$ cat src/rtl/vga_timing_pkg.sv
// Shared raster constants and types for the VGA timing generator
// and the sprite blocks that consume its scan position.
package vga_timing_pkg;

    localparam int COORD_W   = 10;
    localparam int COORD_MAX = 1 << COORD_W;

    localparam int DEF_H_ACTIVE = 640;
    localparam int DEF_H_FP     = 16;
    localparam int DEF_H_SYNC   = 96;
    localparam int DEF_H_BP     = 48;
    localparam int DEF_V_ACTIVE = 480;
    localparam int DEF_V_FP     = 10;
    localparam int DEF_V_SYNC   = 2;
    localparam int DEF_V_BP     = 33;

    localparam int H_TOTAL  = DEF_H_ACTIVE + DEF_H_FP + DEF_H_SYNC + DEF_H_BP;
    localparam int V_TOTAL  = DEF_V_ACTIVE + DEF_V_FP + DEF_V_SYNC + DEF_V_BP;
    localparam int HS_START = DEF_H_ACTIVE + DEF_H_FP;
    localparam int HS_END   = HS_START + DEF_H_SYNC - 1;
    localparam int VS_START = DEF_V_ACTIVE + DEF_V_FP;
    localparam int VS_END   = VS_START + DEF_V_SYNC - 1;

    localparam logic [11:0] COLOR_BLACK = 12'h000;
    localparam logic [11:0] COLOR_WHITE = 12'hFFF;

    typedef logic [COORD_W-1:0] coord_t;

    typedef struct packed {
        logic video;
        logic hsync;
        logic vsync;
    } sync_t;

    function automatic logic in_win(coord_t v, coord_t lo, coord_t hi);
        return (v >= lo) && (v <= hi);
    endfunction

endpackage

$ cat src/rtl/sync_delay_line.sv
// Enable-gated shift register with a per-bit reset value; depth 0
// degenerates to a combinational pass-through.
module sync_delay_line #(
    parameter int           W       = 3,
    parameter int           DEPTH   = 2,
    parameter logic [W-1:0] RST_VAL = '0
) (
    input  logic         clk,
    input  logic         reset,
    input  logic         en_i,
    input  logic [W-1:0] d_i,
    output logic [W-1:0] q_o
);

    generate
        if (DEPTH == 0) begin : g_pass
            logic unused_ok;
            assign unused_ok = ^{clk, reset, en_i};
            assign q_o = d_i;
        end else begin : g_pipe
            logic [DEPTH-1:0][W-1:0] stage_q, stage_d;

            always_comb begin
                stage_d = stage_q;
                if (en_i) begin
                    stage_d[0] = d_i;
                    for (int i = 1; i < DEPTH; i++) begin
                        stage_d[i] = stage_q[i-1];
                    end
                end
            end

            always_ff @(posedge clk or posedge reset) begin
                if (reset) stage_q <= {DEPTH{RST_VAL}};
                else       stage_q <= stage_d;
            end

            assign q_o = stage_q[DEPTH-1];
        end
    endgenerate

endmodule

$ cat src/rtl/vga_timing_gen.sv
// Raster scan counters, sync/video decode and a pixel-aligned delayed
// copy of the syncs for sprite blocks with registered ROM lookups.
module vga_timing_gen
    import vga_timing_pkg::*;
#(
    parameter int   H_ACTIVE    = DEF_H_ACTIVE,
    parameter int   H_FP        = DEF_H_FP,
    parameter int   H_SYNC      = DEF_H_SYNC,
    parameter int   H_BP        = DEF_H_BP,
    parameter int   V_ACTIVE    = DEF_V_ACTIVE,
    parameter int   V_FP        = DEF_V_FP,
    parameter int   V_SYNC      = DEF_V_SYNC,
    parameter int   V_BP        = DEF_V_BP,
    parameter logic SYNC_ACTIVE = 1'b0,
    parameter int   PIX_DIV     = 4,
    parameter int   PIPE_DLY    = 2
) (
    input  logic               clk,
    input  logic               reset,
    output logic               pix_en,
    output logic [COORD_W-1:0] pix_col,
    output logic [COORD_W-1:0] pix_row,
    output logic               video_on,
    output logic               horiz_sync,
    output logic               vert_sync,
    output logic               frame_tick,
    output logic               video_on_dly,
    output logic               horiz_sync_dly,
    output logic               vert_sync_dly
);

    localparam int HT = H_ACTIVE + H_FP + H_SYNC + H_BP;
    localparam int VT = V_ACTIVE + V_FP + V_SYNC + V_BP;

    generate
        if (HT > COORD_MAX || VT > COORD_MAX) begin : g_bad_total
            $error("vga_timing_gen: raster total exceeds 10-bit coordinates");
        end
        if (PIX_DIV < 1 || PIX_DIV > 16) begin : g_bad_div
            $error("vga_timing_gen: PIX_DIV out of range");
        end
        if (PIPE_DLY < 0 || PIPE_DLY > 7) begin : g_bad_dly
            $error("vga_timing_gen: PIPE_DLY out of range");
        end
    endgenerate

    localparam coord_t     H_LAST   = coord_t'(HT - 1);
    localparam coord_t     V_LAST   = coord_t'(VT - 1);
    localparam coord_t     H_ACT    = coord_t'(H_ACTIVE);
    localparam coord_t     V_ACT    = coord_t'(V_ACTIVE);
    localparam coord_t     HS_LO    = coord_t'(H_ACTIVE + H_FP);
    localparam coord_t     HS_HI    = coord_t'(H_ACTIVE + H_FP + H_SYNC - 1);
    localparam coord_t     VS_LO    = coord_t'(V_ACTIVE + V_FP);
    localparam coord_t     VS_HI    = coord_t'(V_ACTIVE + V_FP + V_SYNC - 1);
    localparam logic [3:0] DIV_LAST = 4'(PIX_DIV - 1);

    localparam sync_t SYNC_RST = '{video: 1'b1, hsync: ~SYNC_ACTIVE, vsync: ~SYNC_ACTIVE};
    localparam sync_t DLY_RST  = '{video: 1'b0, hsync: ~SYNC_ACTIVE, vsync: ~SYNC_ACTIVE};

    logic [3:0] div_q, div_d;
    logic       en_q, en_d;
    coord_t     col_q, col_d;
    coord_t     row_q, row_d;
    sync_t      sync_q, sync_d;
    logic       tick_q, tick_d;
    sync_t      sync_dly;

    // Decode runs on the next counter values so the flags line up with them.
    always_comb begin
        div_d = (div_q == DIV_LAST) ? 4'd0 : div_q + 4'd1;
        en_d  = (div_d == DIV_LAST);
        col_d = col_q;
        row_d = row_q;
        if (en_q) begin
            if (col_q == H_LAST) begin
                col_d = '0;
                row_d = (row_q == V_LAST) ? '0 : row_q + coord_t'(1);
            end else begin
                col_d = col_q + coord_t'(1);
            end
        end
        sync_d.video = (col_d < H_ACT) && (row_d < V_ACT);
        sync_d.hsync = in_win(col_d, HS_LO, HS_HI) ? SYNC_ACTIVE : ~SYNC_ACTIVE;
        sync_d.vsync = in_win(row_d, VS_LO, VS_HI) ? SYNC_ACTIVE : ~SYNC_ACTIVE;
        tick_d = en_q && (col_q == H_LAST) && (row_q == V_LAST);
    end

    always_ff @(posedge clk or posedge reset) begin
        if (reset) begin
            div_q  <= '0;
            en_q   <= 1'b0;
            col_q  <= '0;
            row_q  <= '0;
            sync_q <= SYNC_RST;
            tick_q <= 1'b0;
        end else begin
            div_q  <= div_d;
            en_q   <= en_d;
            col_q  <= col_d;
            row_q  <= row_d;
            sync_q <= sync_d;
            tick_q <= tick_d;
        end
    end

    sync_delay_line #(
        .W      (3),
        .DEPTH  (PIPE_DLY),
        .RST_VAL(DLY_RST)
    ) u_dly (
        .clk  (clk),
        .reset(reset),
        .en_i (en_q),
        .d_i  (sync_q),
        .q_o  (sync_dly)
    );

    assign pix_en         = en_q;
    assign pix_col        = col_q;
    assign pix_row        = row_q;
    assign video_on       = sync_q.video;
    assign horiz_sync     = sync_q.hsync;
    assign vert_sync      = sync_q.vsync;
    assign frame_tick     = tick_q;
    assign video_on_dly   = sync_dly.video;
    assign horiz_sync_dly = sync_dly.hsync;
    assign vert_sync_dly  = sync_dly.vsync;

endmodule

$ cat config.mk
export PLATFORM = sky130hd
export DESIGN_NAME = vga_timing_gen
export DESIGN_NICKNAME = d
export VERILOG_FILES = /design/src/rtl/vga_timing_pkg.sv /design/src/rtl/sync_delay_line.sv /design/src/rtl/vga_timing_gen.sv
export SDC_FILE = /design/constraint.sdc
export NUM_CORES = 1
export LEC_CHECK = 0
export ABC_AREA = 1
export CAP_MARGIN = 10
export CORE_MARGIN = 1
export CORE_UTILIZATION = 45
export CTS_CLUSTER_DIAMETER = 50
export DETAILED_ROUTE_END_ITERATION = 6
export PLACE_DENSITY = 0.68
export SLEW_MARGIN = 20
export SYNTH_ARGS = -nofsm -noshare
export SYNTH_HDL_FRONTEND = slang
export SYNTH_SLANG_ARGS = --single-unit
$ cat constraint.sdc
create_clock -name clk -period 2.4 [get_ports clk]
set_input_delay 0.72 -clock clk [delete_from_list [all_inputs] [get_ports clk]]
set_output_delay 0.72 -clock clk [all_outputs]
set_load 0.05 [all_outputs]
Word-level counts from Yosys, hierarchy flattened. Cells that the tools add are included.

Add/subtract/negate cells: 3. Order comparisons: 6. Equal/unequal tests: 4. Mux-type cells: 8. Reduce and logical (&&, ||, !) cells: 5.

Operator list (count): 10-bit two-way mux (5); 10-bit by 1-bit adder with 10-bit output (second input constant) (2); 10-bit equality test (second input constant) (2); 10-bit >= comparator (second input constant) (1); 10-bit by 9-bit >= comparator with 1-bit output (second input constant) (1); 10-bit <= comparator (second input constant) (1); 10-bit by 9-bit <= comparator with 1-bit output (second input constant) (1); 10-bit less-than comparator (second input constant) (1); 10-bit by 9-bit less-than comparator with 1-bit output (second input constant) (1); 4-bit by 2-bit equality test with 1-bit output (second input constant) (2); 1-bit logical AND (5); 4-bit by 1-bit adder with 4-bit output (second input constant) (1); 4-bit two-way mux (1); 1-bit two-way mux (2).

Register bits after elaboration: 35. Input bits: 2. Output and inout port bits: 28. Logic and storage cells: 36.

Depth between registers and ports, before layout. Gate-level depths: netlist of run 1.

Word-level depth: 7. Gate-level depth with buffers: 12. Depth with buffers taken out: 12.

By module. A second synthesis of run 1 with hierarchy kept.

Cell total of the unflattened synthesis: 263. Area total of the unflattened synthesis: 2052.0 um2.

By module, submodules not included: vga_timing_gen (times used 1, cells each 234, area an instance 1799.2 um2); sync_delay_line (times used 1, cells each 29, area an instance 252.7 um2).

Worst setup path after synthesis of run 1. Ideal clock, no wire load.

Kind: register -> register. Start point: register col_q[0], in the netlist pix_col[0]. End point: register sync_q (netlist bit video_on). Setup time: 75 ps. Arrival time: 1858 ps. Slack: 467 ps. Stages on the path, launching flop included: 12. Path buffers: 0. Period minus slack after synthesis: 1933 ps. Path through: dfrtp_1 > ha_1 > nand2_1 > nor2_4 > nand3_4 > nor2_2 > nand2_1 > nand2_1 > nand2_1 > or2_1 > nand2_1 > nor2_1.

RTL lines: start, declared (RTL line vga_timing_gen.sv:62) `coord_t col_q, col_d;`; start signal, assigned (RTL line vga_timing_gen.sv:99) `col_q <= col_d;`; end signal, assigned (RTL line vga_timing_gen.sv:101) `sync_q <= sync_d;`; end, declared (RTL line vga_timing_gen.sv:64) `sync_t sync_q, sync_d;`.

Worst setup path in the final report of run 1.
Start point: register u_dly.g_pipe.stage_q (netlist bit u_dly.q_o[1]). End point: output horiz_sync_dly.

RTL lines: start, declared (RTL line sync_delay_line.sv:21) `logic [DEPTH-1:0][W-1:0] stage_q, stage_d;`; start signal, assigned (RTL line sync_delay_line.sv:34) `if (reset) stage_q <= {DEPTH{RST_VAL}};`; start signal, assigned (RTL line sync_delay_line.sv:35) `else stage_q <= stage_d;`; end, declared (RTL line vga_timing_gen.sv:28) `output logic horiz_sync_dly,`.

No word-level cell between the ends.

==> out/summary.txt, run 1 <==
outcome: finished clean
routability cong.: 0.8612
GRT overflow: 0
Worst path top cell family by delay: buffers and inverters
Starting DRT DRC Count: 87
Design Area, Final: 0.002451 mm^2
Crit path largest cell delay: 790 ps
initial antenna violation count: 0
Tot Pwr: 1.083 mW
Cell Area, Placed: 0.002351 mm^2
most common cell after layout, fill and taps aside: nand2_1
post-route ant nets: 0
Final WS setup: 64.65 ps
Die ar.: 0.004716 mm^2
Worst setup EP type: output pin
XOR/XNOR share of the synthesized area: 0.01751
worst vdd ir: 0.2697 mV
Hold Vio Cnt, Final: 0
mapped cell area: 0.002001 mm^2
Die W: 68.68 um
Net Switching: 0.2280 mW
vias per cell: 4.986
Final Hold Slack: 482.4 ps
Avg Cell Area, Syn: 7.328 um^2
Hold Crit Class: flop to flop
vias in the first global route: 1,608
Pwr per Cell Area: 441.8 mW/mm^2
Leak: 1.203 nW
drt pass-1 iters: 4
worst path bufs/invs: 1
cell internal pwr: 0.8548 mW
Critical Path RT: 1680 ps
Post-Synth Adder-Cell Area: 0.03127
synth unique cells: 30
critical-path maximum fanout: 2
post-CTS resize count: 0
Routed Wire Length: 4438 um
chip height: 68.68 um
crit path cell chain: clkdlybuf4s50_1
CP endpoint: horiz_sync_dly
crit path time final: 2335 ps
Worst path slowest cell: clkdlybuf4s50_1
Seq pwr share: 0.545
via count: 1,790
clk_lat worst skew: 290 ps
slew margin rel.: 0.6633
final slew viol count: 0
critical path arrival: 1620 ps
largest family of logic cells by synthesized area: simple AND/OR/NAND/NOR gates
complex-gate fraction of the synthesized area: 0.05754
Reg2Reg Setup Slack: 450 ps
Placed Cells: 351
r2r worst-path depth: 10
Post-Syn Instances: 273
fin nets: 315
RSZ-0062 raised after global routing: false
DRC: 0
period utilization: 0.9731
Non-Filler Instances: 359
share of post-route cells with drive strength above 1: 0.1230
Critical Setup Path Class: flop to output pin
CTS tree: built
Multi-input gate area: 904.6 um^2
Seq. cell area: 884.6 um^2
Least-Margin Pin Slew: 503.4 ps
Max clock buf depth: 2
pre-CTS setup slack: 372.7 ps
reg2reg end: vert_sync
fillers: 406
clock skew: 10.53 ps
Worst Setup Start Kind: flop
Worst-path clk slew: 70 ps
Setup Buffers After CTS: 0
synth warn: 0
Max-Cap Viols: 0
routed len/inst: 12.36 um
clock power share: 0.442
syn_nets: 280
Final setup viols: 0
PortBufs: 29
post-synthesis sequential area ratio: 0.4422
diodes inserted: 0
#FFs+latches synth: 35
# hold bufs at CTS: 0
post-layout util: 0.5915
largest net degree at the start of global routing: 36
critical path startpoint: u_dly.q_o[1]
most frequent cells in the layout: nand2_1, inv_1, nor2_1
combinational share of power: 0.013
setup total negative slack: 0 ps
htree depth: 2
Ports: 30
CORE AREA: 0.004144 mm^2
CTS buffer count: 5
Starting Density: 0.4828
first-pass GRT wire length: 7231 um
DP HPWL: 3228 um
Fmax: 0.4282 GHz
Layout Area Growth over Synthesis: 22.51%
mux cell area share after synthesis: 0
gr usage total: 0.2144
Sw Ratio: 0.2106
TritonCTS sink count: 35
worst r2r src: pix_col[0]
fraction of the mapped netlist area in simple logic gates: 0.3458
CP Depth: 1
CTS Root Cell: clkbuf_8
row count: 23
-- final cells by class --
type                    count  share of cell area
multi-input cells         184              0.3691
flip-flops and latches     35              0.3609
repair buffers             31              0.1256
inverters                  51             0.07810
clock buffers               8             0.04084
well taps                  50             0.02552
-- power groups by stage --
| stage | sequential, mW | clock (mW) | combinational [mW] |
|---|---|---|---|
| floorplan | 0.601 | 0 | 0.00859 |
| global placement | 0.601 | 0 | 0.0153 |
| detailed placement | 0.601 | 0 | 0.0150 |
| CTS | 0.590 | 0.485 | 0.0150 |
| global route | 0.590 | 0.513 | 0.0168 |
| finish | 0.590 | 0.479 | 0.0139 |
-- worst min path at each step --
| stage | start | endpoint | slack (ps) | depth (start not counted) |
|---|---|---|---|---|
| floorplan | div_q[0] | div_q[0] | 450 | 1 |
| global placement | u_dly.g_pipe.stage_q[1] | u_dly.q_o[1] | 460 | 2 |
| detailed placement | u_dly.g_pipe.stage_q[0] | u_dly.g_pipe.stage_q[0] | 480 | 2 |
| CTS | u_dly.g_pipe.stage_q[0] | u_dly.g_pipe.stage_q[0] | 490 | 2 |
| global route | u_dly.g_pipe.stage_q[0] | u_dly.g_pipe.stage_q[0] | 510 | 2 |
| finish | u_dly.g_pipe.stage_q[0] | u_dly.g_pipe.stage_q[0] | 480 | 2 |
-- synthesized netlist by cell type --
library cell	n	share of area
o21ai_1	1	0.0025
nand3_4	1	0.0088
xor2_1	3	0.013
nor2_2	1	0.0031
nand2_1	82	0.15
o21bai_1	1	0.0038
buf_2	1	0.0025
clkbuf_1	1	0.0019
o21ai_0	15	0.038
nand3_1	15	0.038
nand3_2	1	0.0050
or2_1	2	0.0063
nor3_1	3	0.0075
or2_2	1	0.0031
nand3b_1	1	0.0038
inv_2	6	0.011
nand4_1	7	0.022
nor2_1	33	0.062
nand2_2	2	0.0063
nor3_2	2	0.010
a21oi_1	2	0.0050
dfrtp_1	28	0.35
a31oi_1	1	0.0031
dfstp_2	7	0.092
buf_6	1	0.0056
o21bai_2	1	0.0056
nor2_4	3	0.017
ha_1	5	0.031
xnor2_1	1	0.0044
inv_1	45	0.084
-- logic make-up after synthesis --
logic type | Yosys count
AO/OA/AOI/OAI | 21
XOR/XNOR | 4
adder cells (fa/ha/maj) | 5
buffers and inverters | 54
flip-flops | 35
AND/OR/NAND/NOR | 154
-- state kept, by name, indices dropped and copies added, names as in the netlist --
name / cells
pix_col: 10
pix_en: 1
video_on: 1
horiz_sync: 1
pix_row: 10
vert_sync: 1
u_dly.q_o: 3
div_q: 4
u_dly.g_pipe.stage_q: 3
frame_tick: 1
-- per-layer routing --
layer	global-route usage	wire length [um]
met1	0.2879	2219
met2	0.3309	2015
met3	0.05428	140
met4	0.08073	63
met5	0	0
Note: power is estimated with default switching activity, not from simulation.
==> inputs of run 2 (changes only) <==
Settings changed: PLACE_DENSITY 0.68 to 0.71, SETUP_SLACK_MARGIN set to 0.02.
Clock period 2.4 ns to 2 ns, I/O delays scaled along.
==> run 2 against run 1 <==
Compared with the run above: critical endpoint is now video_on; routed wire length is 2.4% lower; count of clock-buffer cells in the layout is 1 lower; highest routed layer unchanged; combinational power is 40% higher; largest power group unchanged; critical path depth is 10 higher.
==> out/summary.txt, run 2 (synthesis results as in run 1) <==
Design Area, Final: 0.002474 mm^2
critical-path maximum fanout: 10
slew margin rel.: 0.7886
Starting Density: 0.4828
period utilization: 0.8938
TritonCTS sink count: 35
share of post-route cells with drive strength above 1: 0.2083
Pwr per Cell Area: 495.6 mW/mm^2
Fmax: 0.5594 GHz
Die W: 68.68 um
CTS Root Cell: clkbuf_8
worst path bufs/invs: 0
worst vdd ir: 0.3431 mV
post-layout util: 0.5969
critical path arrival: 2010 ps
diodes inserted: 0
Seq. cell area: 885.9 um^2
Final setup viols: 0
PortBufs: 29
Layout Area Growth over Synthesis: 23.64%
CTS tree: built
Worst-path clk slew: 70 ps
Worst setup EP type: flop
largest net degree at the start of global routing: 36
fin nets: 318
Max-Cap Viols: 0
final slew viol count: 0
RSZ-0062 raised after global routing: false
Critical Path RT: 2220 ps
GRT overflow: 0
Final WS setup: 212.5 ps
Tot Pwr: 1.226 mW
Worst path slowest cell: dfrtp_2
Final Hold Slack: 491.3 ps
Crit path largest cell delay: 400 ps
clk_lat worst skew: 290 ps
routability cong.: 0.8567
outcome: finished clean
row count: 23
Cell Area, Placed: 0.002374 mm^2
most frequent cells in the layout: nand2_1, inv_1, nor2_1
Max clock buf depth: 2
Non-Filler Instances: 362
htree depth: 2
Hold Vio Cnt, Final: 0
Routed Wire Length: 4333 um
first-pass GRT wire length: 7286 um
routed len/inst: 11.97 um
Ports: 30
Leak: 1.280 nW
most common cell after layout, fill and taps aside: nand2_1
CTS buffer count: 5
Worst path top cell family by delay: simple AND/OR/NAND/NOR gates
drt pass-1 iters: 4
CORE AREA: 0.004144 mm^2
setup total negative slack: 0 ps
Worst Setup Start Kind: flop
Hold Crit Class: flop to flop
gr usage total: 0.2157
crit path cell chain: ha_1, nand2_1, nor2_4, nand3_4, nor2_2, nand2_1, nand2_1, nand2_1, or2_1, nand2_1, nor2_1
Placed Cells: 352
via count: 1,779
crit path time final: 1788 ps
Least-Margin Pin Slew: 313.8 ps
DRC: 0
Critical Setup Path Class: flop to flop
Starting DRT DRC Count: 101
Multi-input gate area: 904.6 um^2
post-route ant nets: 0
Die ar.: 0.004716 mm^2
chip height: 68.68 um
DP HPWL: 3265 um
clock skew: 5.650 ps
vias per cell: 4.914
vias in the first global route: 1,644
initial antenna violation count: 0
pre-CTS setup slack: 175.7 ps
fillers: 394
most frequent CP cell: nand2_1
==> run 2: changes by cell type in the layout (fill, tap and decap cells not counted), sizes merged <==
cell,delta
clkdlybuf4s50,-24
buf,+27
clkinv,+1
clkbuf,-1
==> run 2: what timing repair did <==
item,CTS,global route
setup endpoints to repair,0,2
setup buffers,0,2
gates resized for setup,0,2
hold buffers,0,0
==> run 2: area by class of cell <==
cell class / instances / share of cell area
multi-input cells: 184 / 0.3657
flip-flops and latches: 35 / 0.3581
repair buffers: 34 / 0.1396
inverters: 51 / 0.07840
clock buffers: 7 / 0.03085
well taps: 50 / 0.02529
clock inverters: 1 / 0.002023
==> run 2: final timing paths <==
check	start	end	slack [ps]	cells after the start
max	pix_col[0]	video_on	210	11
min	u_dly.g_pipe.stage_q[0]	u_dly.g_pipe.stage_q[0]	490	2
max reg2reg	pix_col[0]	video_on	210	11
min reg2reg	u_dly.g_pipe.stage_q[0]	u_dly.g_pipe.stage_q[0]	490	2
max in group asynchronous	reset	u_dly.g_pipe.stage_q[1]	1100	3
min in group asynchronous	reset	frame_tick	650	3
==> run 2: worst min-delay path: stages (launching register included) <==
cell and delay, ps:
dfstp_2 360, inv_1 50, o21ai_0 70
==> run 2: power breakdown <==
group          leakage [nW]  switching, mW  internal (mW)
logic                 0.799         0.0137        0.00586
clock network        0.0422          0.254          0.244
registers             0.438              0          0.708
total                  1.28          0.267          0.959
==> run 2: metal layers <==
metal | vias up | GRT usage | wire length (um)
met2 | 54 | 0.3333 | 2033
met1 | 807 | 0.2814 | 2031
met5 | - | 0 | 0
met4 | 0 | 0.1042 | 48
li1 | 912 | - | -
met3 | 6 | 0.05263 | 220
==> inputs of run 3 (changes only) <==
Settings changed: CTS_CLUSTER_DIAMETER 50 to unset.
Clock period 2 ns to 1.5 ns, I/O delays scaled along.
==> run 3 against run 2 <==
Compared with the run above: the flow now finishes with violations (negative setup slack); register-to-register slack lost 490 ps; non-clock buffer count grew 61; sequential share of layout area shrank 10 points; sequential cell count is the same; maximum frequency grew 0.36%; clock skew shrank 2.1 ps; critical path type unchanged; critical endpoint unchanged.
==> out/summary.txt, run 3 (synthesis results as in run 1) <==
RSZ-0062 raised after global routing: true
most frequent cells in the layout: nand2_1, inv_1, buf_4
first-pass GRT wire length: 9556 um
Starting Density: 0.4828
Pwr per Cell Area: 477.6 mW/mm^2
htree depth: 2
Hold Vio Cnt, Final: 0
Critical Path RT: 1740 ps
Reg2Reg Setup Slack: -280 ps
DP HPWL: 3865 um
Design Area, Final: 0.003553 mm^2
worst r2r src: pix_col[0]
Cell Area, Placed: 0.003095 mm^2
Ports: 30
share of post-route cells with drive strength above 1: 0.5174
Hold Crit Class: primary input to asynchronous set/reset pin
Worst setup EP type: flop
DRC: 0
via count: 2,269
Routed Wire Length: 6833 um
Final setup viols: 7
initial antenna violation count: 0
r2r worst-path depth: 12
Tot Pwr: 1.697 mW
gr usage total: 0.2852
diodes inserted: 0
Die ar.: 0.004716 mm^2
Final Hold Slack: 488.8 ps
row count: 23
largest net degree at the start of global routing: 36
post-route ant nets: 0
slew margin rel.: 0.8183
Final WS setup: -281.1 ps
vias in the first global route: 2,056
routability cong.: 0.8812
most common cell after layout, fill and taps aside: nand2_1
PortBufs: 29
critical path arrival: 2020 ps
GRT overflow: 0
Fmax: 0.5614 GHz
Max clock buf depth: 2
Max-Cap Viols: 0
setup total negative slack: -1159 ps
final slew viol count: 0
clk_lat worst skew: 310 ps
vias per cell: 5.364
Worst-path clk slew: 80 ps
Worst Setup Start Kind: flop
CTS Root Cell: clkbuf_8
Critical Setup Path Class: flop to flop
Die W: 68.68 um
failing checks: negative setup slack
worst vdd ir: 0.4933 mV
drt pass-1 iters: 5
CTS tree: built
critical path startpoint: pix_col[0]
TritonCTS sink count: 35
# hold bufs at CTS: 0
Leak: 1.681 nW
chip height: 68.68 um
Starting DRT DRC Count: 177
routed len/inst: 16.15 um
fin nets: 379
outcome: finished with violations
crit path time final: 1781 ps
Layout Area Growth over Synthesis: 77.61%
Least-Margin Pin Slew: 270.7 ps
CTS buffer count: 5
reg2reg end: video_on
critical-path maximum fanout: 4
clock skew: 3.598 ps
CORE AREA: 0.004144 mm^2
period utilization: 1.187
CP endpoint: video_on
run 3: cell count changes in the layout (fill, tap and decap cells not counted), moves of 9 or more:
cell	change
nand2_2	+17
buf_4	+15
nor2_2	+9
buf_12	+23
dfrtp_1	-17
nand2_1	-20
dfrtp_2	+17
nor2_1	-13
buf_6	+22
run 3: how the worst min path moves through the flow:
stage	start	endpoint	slack, ps	depth (start not counted)
5_1_grt	reset	pix_row[9]	520	3
2_1_floorplan	div_q[0]	div_q[0]	450	1
6_report	reset	div_q[2]	490	3
3_5_place_dp	div_q[0]	div_q[0]	480	1
4_1_cts	u_dly.g_pipe.stage_q[1]	u_dly.g_pipe.stage_q[1]	490	2
3_3_place_gp	u_dly.g_pipe.stage_q[0]	u_dly.g_pipe.stage_q[0]	470	2
run 3: metrics by stage:
stage,setup slack [ps],cells,utilization
finish,-281.1,423,0.8575
global route,-356.2,423,0.8575
CTS,-152.6,415,0.8010
detailed placement,-151.8,402,0.7470
global placement,-127.8,402,0.7470
floorplan,-156.4,273,-
run 3: area by class of cell:
cell class	instances	area (um^2)
Clock buffer	5	68.82
Clock inverter	3	20.02
Fill cell	220	590.6
Inverter	51	198.9
Multi-Input combinational cell	184	1115
Sequential cell	35	907.1
Tap cell	50	62.56
Timing Repair Buffer	95	1181
run 3: worst max-delay path, stage by stage (launching register included):
cell and delay (ps):
dfrtp_2 400, ha_4 150, nand2_4 50, nor2_4 120
nand3_4 150, buf_6 160, nor2_4 130, nand2_2 50
nand2_1 60, nand2_1 70, or2_1 240, nand2_1 90
nor2_1 40
run 3: where the power goes:
group | internal [mW] | switching, mW | total [mW]
sequential | 0.943 | 0 | 0.943
combinational | 0.00784 | 0.0193 | 0.0272
clock | 0.323 | 0.403 | 0.727
total | 1.27 | 0.423 | 1.70
run 3: timing repair:
item,4_1_cts,5_1_grt
resized for setup,32,49
buffers inserted,6,9
setup endpoints to repair,16,35
cloned,0,0
pin swaps,11,18
run 3: routing by layer:
layer,up-vias,wire [um],global-route usage
met5,-,0,0
met4,0,375,0.1484
met3,36,413,0.05921
met2,116,3554,0.5037
met1,1079,2489,0.3206
li1,1038,-,-
